**src/rtl/core_v_mcu_pkg.sv**
```systemverilog
// core_v_mcu_pkg: shared register-bus types and arbiter constants
package core_v_mcu_pkg;

    typedef struct packed {
        logic [31:0] addr;
        logic        write;
        logic [31:0] wdata;
        logic [3:0]  wstrb;
        logic        valid;
    } reg_req_t;

    typedef struct packed {
        logic [31:0] rdata;
        logic        error;
        logic        ready;
    } reg_rsp_t;

    localparam int          RegArbNumReq        = 2;
    localparam int          RegArbTimeoutCycles = 256;
    localparam logic [31:0] RegArbTimeoutRdata  = 32'hDEAD_BEEF;

    typedef enum logic {ArbIdle, ArbBusy} reg_arb_state_e;

endpackage

```
**src/rtl/reg_arb_rr_pick.sv**
```systemverilog
// reg_arb_rr_pick: rotate valid vector by rr pointer, then find-first-one
module reg_arb_rr_pick #(
    parameter int NumReq   = 2,
    parameter int IdxWidth = (NumReq > 1) ? $clog2(NumReq) : 1
) (
    input  logic [NumReq-1:0]   valid_i,
    input  logic [IdxWidth-1:0] ptr_i,
    output logic [IdxWidth-1:0] idx_o,
    output logic                any_o
);

    localparam logic [IdxWidth:0] NumReqW = (IdxWidth+1)'(NumReq);

    logic [2*NumReq-1:0] w_dbl;
    logic [NumReq-1:0]   w_rot;
    logic [IdxWidth-1:0] w_off;
    logic [IdxWidth:0]   w_sum;

    assign w_dbl = {valid_i, valid_i} >> ptr_i;
    assign w_rot = w_dbl[NumReq-1:0];

    // lowest set bit of the rotated vector is the offset from the pointer
    always_comb begin
        w_off = '0;
        for (int i = NumReq - 1; i >= 0; i--)
            if (w_rot[i]) w_off = IdxWidth'(i);
    end

    assign w_sum = {1'b0, ptr_i} + {1'b0, w_off};
    assign idx_o = (w_sum >= NumReqW) ? IdxWidth'(w_sum - NumReqW) : IdxWidth'(w_sum);
    assign any_o = |valid_i;

endmodule

```
**src/rtl/reg_bus_rr_arbiter.sv**
```systemverilog
// reg_bus_rr_arbiter: round-robin register-bus arbiter, one transaction in flight; watchdog under REG_ARB_TIMEOUT_EN
module reg_bus_rr_arbiter
    import core_v_mcu_pkg::*;
#(
    parameter int NumReq        = RegArbNumReq,
    parameter int TimeoutCycles = RegArbTimeoutCycles,
    parameter int IdxWidth      = (NumReq > 1) ? $clog2(NumReq) : 1
) (
    input  logic                clk_i,
    input  logic                rst_i,
    input  reg_req_t            req_i [NumReq],
    output reg_rsp_t            rsp_o [NumReq],
    output reg_req_t            req_o,
    input  reg_rsp_t            rsp_i,
    output logic [IdxWidth-1:0] gnt_idx_o,
    output logic                busy_o,
    output logic                timeout_o,
    output logic [IdxWidth-1:0] timeout_idx_o
);

    if (TimeoutCycles < 2) begin : g_bad_timeout
        $error("TimeoutCycles must be at least 2");
    end

    reg_arb_state_e      r_state, w_state_nxt;
    logic [IdxWidth-1:0] r_ptr, r_owner, w_win, w_ptr_nxt;
    logic [NumReq-1:0]   w_valid;
    logic                w_any, w_fire, w_done;

    // gather the valid bits of all requesters
    always_comb begin
        w_valid = '0;
        for (int k = 0; k < NumReq; k++) w_valid[k] = req_i[k].valid;
    end

    reg_arb_rr_pick #(.NumReq(NumReq), .IdxWidth(IdxWidth)) u_pick (
        .valid_i (w_valid),
        .ptr_i   (r_ptr),
        .idx_o   (w_win),
        .any_o   (w_any)
    );

`ifdef REG_ARB_TIMEOUT_EN
    localparam int TmrW = $clog2(TimeoutCycles);

    logic [TmrW-1:0]     r_timer;
    logic [IdxWidth-1:0] r_tidx;

    assign w_fire = busy_o && !rsp_i.ready && (r_timer == TmrW'(TimeoutCycles - 1));

    // count stalled BUSY cycles; cleared while idle so each grant starts at 0
    always_ff @(posedge clk_i)
        if (rst_i || !busy_o) r_timer <= '0;
        else if (!rsp_i.ready) r_timer <= r_timer + 1'b1;

    // remember which requester was last cut off by the watchdog
    always_ff @(posedge clk_i)
        if (rst_i) r_tidx <= '0;
        else if (w_fire) r_tidx <= r_owner;

    assign timeout_o     = w_fire;
    assign timeout_idx_o = w_fire ? r_owner : r_tidx;
`else
    assign w_fire        = 1'b0;
    assign timeout_o     = 1'b0;
    assign timeout_idx_o = '0;
`endif

    assign busy_o      = (r_state == ArbBusy);
    assign gnt_idx_o   = r_owner;
    assign w_done      = busy_o && (rsp_i.ready || w_fire);
    assign w_ptr_nxt   = (r_owner == IdxWidth'(NumReq - 1)) ? '0 : r_owner + 1'b1;
    assign w_state_nxt = busy_o ? (w_done ? ArbIdle : ArbBusy) : (w_any ? ArbBusy : ArbIdle);

    // state, owner latched at grant, pointer advanced past the owner on completion
    always_ff @(posedge clk_i)
        if (rst_i) begin
            r_state <= ArbIdle;
            r_ptr   <= '0;
            r_owner <= '0;
        end else begin
            r_state <= w_state_nxt;
            if (!busy_o && w_any) r_owner <= w_win;
            if (w_done) r_ptr <= w_ptr_nxt;
        end

    // route the owner's request downstream and the slave response back to the owner only
    always_comb begin
        req_o = '0;
        for (int k = 0; k < NumReq; k++) rsp_o[k] = '0;
        if (busy_o) begin
            req_o          = req_i[r_owner];
            req_o.valid    = req_i[r_owner].valid & ~w_fire;
            rsp_o[r_owner] = w_fire ? reg_rsp_t'({RegArbTimeoutRdata, 1'b1, 1'b1}) : rsp_i;
        end
    end

endmodule
```
**config.mk**
```make
export PLATFORM = sky130hd
export DESIGN_NAME = reg_bus_rr_arbiter
export DESIGN_NICKNAME = d
export VERILOG_FILES = /design/src/rtl/core_v_mcu_pkg.sv /design/src/rtl/reg_arb_rr_pick.sv /design/src/rtl/reg_bus_rr_arbiter.sv
export SDC_FILE = /design/constraint.sdc
export NUM_CORES = 1
export LEC_CHECK = 0
export CORE_AREA = 4 4 120 122
export DETAILED_ROUTE_END_ITERATION = 12
export DIE_AREA = 0 0 124 126
export GPL_TIMING_DRIVEN = 0
export PLACE_DENSITY_LB_ADDON = 0.1
export SYNTH_ARGS = -nofsm -noshare
export SYNTH_HDL_FRONTEND = slang
export SYNTH_SLANG_ARGS = --single-unit
```
**constraint.sdc**
```tcl
create_clock -name clk_i -period 1.29 [get_ports clk_i]
set_clock_uncertainty 0.05 [all_clocks]
set_input_delay 0.387 -clock clk_i [delete_from_list [all_inputs] [get_ports clk_i]]
set_output_delay 0.387 -clock clk_i [all_outputs]
set_load 0.02 [all_outputs]
```
==> results by stage, run 1 <==
Critical path:
- The data arrival time at the worst-slack endpoint is 1420 ps.
- The critical path required time is 850 ps.
- The number of buffer and inverter stages on the critical path is 4.
- The worst setup path is captured at an output port.
- The signal on the critical path passes through clkbuf_16 > nor2b_4 > buf_6 > clkbuf_16 > and2_4 > buf_6.
- The largest driver fanout on the critical path is 5.
- The master of the slowest instance on the critical path is sky130_fd_sc_hd__dfxtp_4.
- The worst setup path is of the reg -> out kind.
- In this design, the largest share of critical-path delay is due to buffers and inverters.
- The category of the worst setup path launch point is a flop.
- For this run, the slowest stage of the critical path takes 360 ps.
- The worst register-to-register path ends at r_ptr.
- The cell count of the worst reg-to-reg path is 6.
- The setup check on the worst reg-to-reg path leaves a slack of around 40 ps.
- The reg-to-reg startpoint is gnt_idx_o.

Route:
- The initial DRC count is 47.
- The DRC violations left is 0.
- The vias per cell is 4.04.
- The first detailed-routing pass took 4 iterations.
- Summing over every cut layer, the via total after detailed routing is 3,098.
- The residual antenna-violating net count after detailed routing is 0.
- The final wirelength is 12.5 mm.
- The average wire per standard cell is 16.4 um.

Power and ir drop:
- The portion of total power attributed to sequential cells is 3.8%.
- Internal power comes to roughly 1.9 mW.
- In this run the power spent charging and discharging nets is around 1.1 mW.
- For this design the ratio of total power to cell area is 496 mW/mm^2.
- IR analysis of the VDD net gives a maximum drop of about 0.36 mV.
- The power share of the combinational group is around four fifths.
- The part of the power in the clock network is 16.2%.
- The static power due to leakage is approximately 2.6 nW.
- Of the total power, the share spent switching nets is 36.3%.

Final layout:
- The area of the multi-input gates is 0.00190 sq mm.
- The final-stage net count is 768.
- Registers take 67.6 sq um.
- The final non-filler cell total is about 770.
- Fill cells in the final layout number 1,307.
- The share of post-route cells with drive strength above 1 is 49.7%.
- Cells fill a little under half of the core in the end.
- The signed area change from the synthesized netlist to the final layout is 230%.
- The antenna diode count is 0.

Hold path:
- Counting instances, the worst hold path has a depth of 2.
- The startpoint of the tightest hold check path is r_ptr.
- The min-delay analysis places its worst path in the category reg -> reg.
- The path with the worst hold slack has its endpoint at r_ptr.

Global routing:
- The total global-route track usage is 13.7%.
- The largest net degree at the start of global routing is 11.
- Summed over all layers, the global routing overflow is 0.
- The via count of the first global-routing pass came to ~3,200.
- The first global-routing pass estimated 16.9 mm of wire.
- The number of antenna violations at the first check in global routing was 0.

Die:
- In this run the horizontal extent of the chip is 124 um.
- The floorplan step defined a die boundary enclosing 0.0156 sq mm.
- The I/O pin count is 318.
- The initial utilization of the core area, before any placement, comes to between 10% and 20%.
- The floorplan has 42 rows.
- The total area inside the core boundary comes to 0.0132 sq mm.
- The vertical extent of the die is 126 um.

CTS:
- CTS placed an instance of sky130_fd_sc_hd__clkbuf_16 at the clock tree root.
- Counting along the longest clock path gives a buffer depth of 2.
- The number of levels the H-tree was split into is 1.
- After clock tree synthesis, the clock-pin slew on the worst setup and hold paths is 30 ps.
- Clock tree synthesis found a total of 3 sinks.
- The CTS tree is built.
- Counting the buffers created by CTS gives 3.
- The clock reaches the later pin of the worst-skew pair after 220 ps.

Synth:
- Each instance of the synthesized netlist takes up on average approximately 7.3 sq um.
- The library cell with the highest instance count after synthesis is sky130_fd_sc_hd__nor2_1.
- The number of different library cells used by synthesis comes to 22.
- The number of enable flip-flop cells after synthesis is 0.
- The sequential area share after synthesis is roughly 3.3%.
- The synthesized design contains 3 register bits.
- The proportion of register bits with asynchronous set or reset after synthesis is 0%.
- The share of synthesized area in the top cell type comes to between 30 and 40%.
- The largest area contributor in the netlist is sky130_fd_sc_hd__mux2i_1.
- By area the synthesized netlist is led by sky130_fd_sc_hd__mux2i_1 (38%), sky130_fd_sc_hd__nor2_1 (15%), sky130_fd_sc_hd__and3_1 (12%).
- Counting every instance in the synthesized netlist gives 252.
- Among all flip-flop cells after synthesis, the most frequent one is sky130_fd_sc_hd__dfxtp_1.
- After synthesis the cells add up to 0.00185 sq mm.
- Ranked by instance count, the synthesized netlist is headed by sky130_fd_sc_hd__nor2_1 (73), sky130_fd_sc_hd__mux2i_1 (70), sky130_fd_sc_hd__and3_1 (34), sky130_fd_sc_hd__and2_1 (32), sky130_fd_sc_hd__buf_6 (11).
- The warning count from the yosys run is 0.

Run status:
- The flow ran to the end, but the final reports show violations.
- The checks that failed: setup timing.

Timing:
- After layout, the worst path uses 144% of the clock period.
- Setup repair after global routing could not meet its margin everywhere.
- After layout, the minimum clock period comes to 1860 ps.
- Setup slack on the critical path of the routed design comes to -567 ps.
- The max-slew violation count is 0.
- The hold violation count in the final report is 0.
- Setup violations remaining at the end of the flow were counted as 139.
- Based on the critical path, the design can be clocked at up to 538 MHz.

Place:
- Including well taps, the total number of placed cells is 744.
- Routability-driven placement finished with a final weighted congestion of about 0.76.
- The count of input and output buffers is 315.
- The sum of net half-perimeters after detailed placement is 10.2 mm.

Flow run:
- The tool flagged a number of max-cap violations equal to 0.
cells in the final DEF, fill, tap and decap left out, drive strengths merged:
master / Yosys / layout
nand2: 2 / 2
nor2b: 1 / 1
nor2: 73 / 73
buf: 24 / 172
a22oi: 1 / 1
clkbuf: 4 / 18
clkdlybuf4s50: 0 / 174
dlymetal6s2s: 0 / 1
o21ai: 1 / 1
nor3: 1 / 1
and2: 32 / 32
dlygate4sd2: 0 / 1
conb: 1 / 2
and3: 34 / 34
o211ai: 1 / 1
mux2i: 70 / 70
a21oi: 1 / 1
a211oi: 1 / 1
dfxtp: 3 / 3
inv: 2 / 2
how the worst max path moves through the flow:
| stage | startpoint | end | slack [ps] | depth (start not counted) |
|---|---|---|---|---|
| 2_1_floorplan | busy_o | req_o[11] | -220 | 4 |
| 3_3_place_gp | rsp_i[0] | rsp_o[0] | -900 | 3 |
| 3_5_place_dp | rsp_i[0] | rsp_o[0] | -890 | 3 |
| 4_1_cts | gnt_idx_o | req_o[2] | -630 | 5 |
| 5_1_grt | gnt_idx_o | rsp_o[62] | -610 | 6 |
| 6_report | gnt_idx_o | rsp_o[62] | -570 | 6 |
flip-flops by register name, summed over array words and instances, names as in the netlist:
register	count
gnt_idx_o	1
busy_o	1
r_ptr	1
stage by stage:
step	setup TNS [ps]	setup slack (ps)	hold WS, ps	cell area [sq um]	power [mW]
after floorplan	-23650	-222	396	2180	1.15
after detailed placement	-108090	-892	450	5550	2.32
after global routing	-73380	-610	536	6090	3.19
final	-65880	-567	512	6090	3.02
after CTS	-73150	-625	459	5670	2.81
after global placement	-107020	-899	444	5550	2.30
area by class of cell:
class                           instances  share of cell area, %
Multi-Input combinational cell        220                   31.2
Timing Repair Buffer                  334                   56.1
Sequential cell                         3                   1.11
Inverter                                2                  0.164
Buffer                                 28                   6.53
Tap cell                              176                   3.61
Clock buffer                            4                   1.29
power by group through the flow:
stage               sequential [mW]  combinational, mW  clock (mW)
floorplan                     0.114               1.04           0
global placement              0.111               2.19           0
detailed placement            0.111               2.21           0
CTS                           0.110               2.20       0.500
global route                  0.115               2.56       0.510
finish                        0.113               2.42       0.488
worst min-delay path, stage by stage (launching register included):
cell and delay (ps):
sky130_fd_sc_hd__dfxtp_1 360, sky130_fd_sc_hd__a22oi_2 80, sky130_fd_sc_hd__nor2_1 80
cells by family (layout without fill, tap and decap cells):
logic type             count (synthesis)  after routing  share of synthesized area (%)
other                                  1              2                          0.203
flip-flops                             3              3                           3.25
buffers and inverters                 30            368                           18.2
multiplexers                          70             70                           37.9
AND/OR/NAND/NOR                      143            143                           38.6
AO/OA/AOI/OAI                          5              5                           1.76
metal layers:
| metal | GRT usage [%] | vias up | routed length [um] |
|---|---|---|---|
| met5 | 0 | - | 0 |
| met4 | 2.00 | 0 | 91 |
| met3 | 5.07 | 6 | 1420 |
| met2 | 28.7 | 181 | 7200 |
| met1 | 12.2 | 1385 | 3830 |
| li1 | - | 1526 | - |
what timing repair did:
item | CTS | global route
hold buffers | 0 | 0
gates cloned | 2 | 10
gates resized for setup | 613 | 189
pin swaps | 2 | 5
endpoints found under the setup margin | 140 | 141
setup buffers | 3 | 4
Power figures use the tool's default switching activity.
==> run 2, diff against run 1 <==
CELL_PAD_IN_SITES_DETAIL_PLACEMENT = 0   (was not set)
CELL_PAD_IN_SITES_GLOBAL_PLACEMENT = 1   (was not set)
CORE_AREA = not set   (was 4 4 120 122)
CORE_MARGIN = 4   (was not set)
CORE_UTILIZATION = 11   (was not set)
DIE_AREA = not set   (was 0 0 124 126)
==> run 2 against run 1 <==
The flow still finishes with violations (setup timing). Maximum frequency is 0.83% lower. Clock power rose by 2%. Final cell count grew 9.0%. Register-to-register slack improved by 110 ps. Critical path depth did not move. Combinational power barely moved. Global-route usage shrank 2.6 points. Non-clock buffer count rose by 25. Die area grew 21%. Sequential share of layout area fell by 0.069 points.
==> results by stage, run 2 (synthesis results as in run 1) <==
Timing:
- The timing-limited maximum frequency is 534 MHz (was 538 MHz).
- The final cycle utilization of the critical path is 145% (was 144%).
- The minimum clock period after layout came to 1870 ps (was 1860 ps).
- The total of endpoints with negative setup slack in the final report is 139 (unchanged).
- The worst hold margin is 406 ps (was 512 ps).
- The final worst slack is -583 ps (was -567 ps).
- The max-slew violation count was 0 (unchanged).
- RSZ-0062 raised after global routing: yes (unchanged).
- The hold violation count in the final report is 0 (unchanged).
- The final sum of negative setup slack is -67,340 ps (was -65,880 ps).

Route:
- The residual antenna-violating net count after detailed routing was 0 (unchanged).
- The final wirelength is 12.6 mm (was 12.5 mm).
- The via count is 3,160 (was 3,098).
- The initial DRC count is 27 (was 47).
- The DRC violations left was 0 (unchanged).
- The first-pass detailed-route iteration total is 3 (was 4).
- The vias per cell came to 3.78 (was 4.04).
- The average wire per standard cell was 15.0 um (was 16.4 um).

CTS:
- The clock latency at the later pin of the worst-skew pair came to 220 ps (about the same).
- The clock edge transition at the registers on the reported setup and hold paths is 30 ps (about the same).
- The number of buffers inserted for hold repair after clock tree synthesis was 0 (unchanged).
- The number of buffers created by CTS was 3 (unchanged).
- The count of clock tree sinks is 3 (unchanged).
- The CTS tree was built (unchanged).
- The number of levels the H-tree was split into is 1 (unchanged).
- The buffer type at the clock tree root is sky130_fd_sc_hd__clkbuf_16 (unchanged).
- The largest buffer count on any clock path is 2 (unchanged).

Critical path:
- The critical path required time is 850 ps (about the same).
- The category of the critical setup timing path is reg -> out (unchanged).
- Cell-by-cell listing of the critical path: clkbuf_16 > nor2b_4 > buf_6 > clkbuf_16 > and2_4 > buf_6 (unchanged).
- The register-to-register setup slack is 150 ps (was 40 ps).
- The endpoint of the worst register-to-register path is r_ptr (unchanged).
- The data arrival time at the worst-slack endpoint is 1440 ps (was 1420 ps).
- The reg-to-reg startpoint is gnt_idx_o (unchanged).
- The number of buffer and inverter stages on the critical path is 4 (unchanged).
- The cell count of the worst reg-to-reg path is 5 (was 6).
- The count of cell instances traversed by the critical path is 6 (unchanged).
- The master of the slowest instance on the critical path is sky130_fd_sc_hd__dfxtp_4 (unchanged).
- The worst setup path endpoint is rsp_o[36] (was rsp_o[62]).
- The endpoint type of the worst setup path is an output port (unchanged).
- The cell family contributing the most delay on the critical path is buffers and inverters (unchanged).
- The category of the worst setup path launch point was a flop (unchanged).
- The maximum single-stage delay on the critical path is 350 ps (was 360 ps).
- The largest driver fanout on the critical path is 5 (unchanged).
- The startpoint of the worst setup timing path was gnt_idx_o (unchanged).

Global routing:
- The largest net degree at the start of global routing is 11 (unchanged).
- The total global-route track usage is 11.1% (was 13.7%).
- The global-route wire length before repair is 16.5 mm (was 16.9 mm).
- The via count of the first global-routing pass is 3,027 (was 3,150).
- The number of antenna violations at the first check in global routing is 0 (unchanged).
- The total congestion overflow is 0 (unchanged).

Final layout:
- The final instance area came to 0.00625 sq mm (was 0.00609 sq mm).
- The final non-filler cell total came to 836 (was 767).
- The signed area change from the synthesized netlist to the final layout came to 239% (was 230%).
- Leading cell types in the layout, fill and taps excluded: sky130_fd_sc_hd__clkdlybuf4s50_1 (174), sky130_fd_sc_hd__buf_6 (95), sky130_fd_sc_hd__nor2_1 (55), sky130_fd_sc_hd__buf_4 (55), sky130_fd_sc_hd__mux2i_1 (49) (was sky130_fd_sc_hd__clkdlybuf4s50_1 (174), sky130_fd_sc_hd__buf_6 (91), sky130_fd_sc_hd__nor2_1 (55), sky130_fd_sc_hd__mux2i_1 (53), sky130_fd_sc_hd__and2_4 (32)).
- The post-route core utilization is 37.9% (was 46.2%).
- The final-stage net count is 793 (was 768).
- The share of post-route cells with drive strength above 1 was 52.3% (was 49.7%).
- The antenna diode count is 0 (unchanged).
- The most common cell after layout, fill and taps aside was sky130_fd_sc_hd__clkdlybuf4s50_1 (unchanged).
- The total of fill cells in the finished design came to 1,650 (was 1,307).

Die:
- The initial standard-cell utilization of the core is 11.2% (was 14.0%).
- The vertical extent of the die was 138 um (was 126 um).
- The die width is 138 um (was 124 um).
- The area of the core region is 0.0165 sq mm (was 0.0132 sq mm).
- The number of placement rows is 47 (was 42).
- The area enclosed by the die boundary is 0.0189 sq mm (was 0.0156 sq mm).
- The I/O pin count is 318 (unchanged).

Place:
- The area of placed instances is 0.00561 sq mm (was 0.00555 sq mm).
- The count of input and output buffers is 315 (unchanged).
- The final weighted congestion of routability-driven global placement was 0.716 (was 0.763).
- The worst slack at placement is -941 ps (was -892 ps).
- The sum of net half-perimeters after detailed placement was 10.1 mm (was 10.2 mm).
- The placed instance count is 788 (was 744).

Power and ir drop:
- The total power is 3.06 mW (was 3.02 mW).
- The maximum resistive drop on vdd came to 0.301 mV (was 0.363 mV).
- The power per cell area is 489 mW/mm^2 (was 496 mW/mm^2).
- The static power due to leakage came to 2.72 nW (was 2.60 nW).

Run status:
- Violations in the final reports: setup timing (unchanged).
- Outcome: finished, violations left (unchanged).

Hold path:
- The path class of the lowest-slack min-delay path is in -> reg (was reg -> reg).

Flow run:
- The max-capacitance violation count is 0 (unchanged).
[run 2: changes by cell type in the layout (fill, tap and decap cells not counted), sizes merged]
cell,before,now
buf,172,194
clkbuf,18,21
dlygate4sd2,1,0
dlymetal6s2s,1,2
[run 2: worst min path at each step]
stage             start        end  depth (start not counted)
2_1_floorplan     rst_i  gnt_idx_o                          1
3_3_place_gp      r_ptr      r_ptr                          2
3_5_place_dp      r_ptr      r_ptr                          2
4_1_cts           r_ptr      r_ptr                          2
5_1_grt        rsp_i[0]     busy_o                          2
6_report       rsp_i[0]     busy_o                          2
[run 2: worst register-to-register path, stage by stage, from the launching register on]
cell and delay [ps]:
sky130_fd_sc_hd__dfxtp_4 370, sky130_fd_sc_hd__clkbuf_16 160, sky130_fd_sc_hd__nor2b_4 60, sky130_fd_sc_hd__buf_6 130
sky130_fd_sc_hd__a22oi_1 190, sky130_fd_sc_hd__nor2_1 60
[run 2: cell type report]
cell class,instances,area (sq um),share of cell area [%]
Clock buffer,4,78.8,1.26
Tap cell,220,275,4.40
Inverter,2,10.0,0.160
Buffer,27,385,6.16
Multi-Input combinational cell,220,1900,30.3
Timing Repair Buffer,360,3540,56.7
Sequential cell,3,65.1,1.04
[run 2: report_power, final]
group	internal [mW]	leakage, nW	total [mW]	switching, mW
combinational	1.44	2.66	2.45	1.01
clock	0.408	0.0382	0.496	0.0883
sequential	0.101	0.0257	0.110	0.00969
total	1.95	2.72	3.06	1.11
[run 2: timing repair]
item / 4_1_cts / 5_1_grt
gates resized for setup: 486 / 308
endpoints found under the setup margin: 140 / 140
pin swaps: 0 / 4
setup buffers: 6 / 33
gates cloned: 0 / 6
[run 2: metal layers]
layer	share of wire [%]	global-route usage, %	routed length, um
met4	0.59	1.83	74
met2	56	22.4	6980
met1	33	10.8	4080
met5	0	0	0
met3	11	4.05	1420
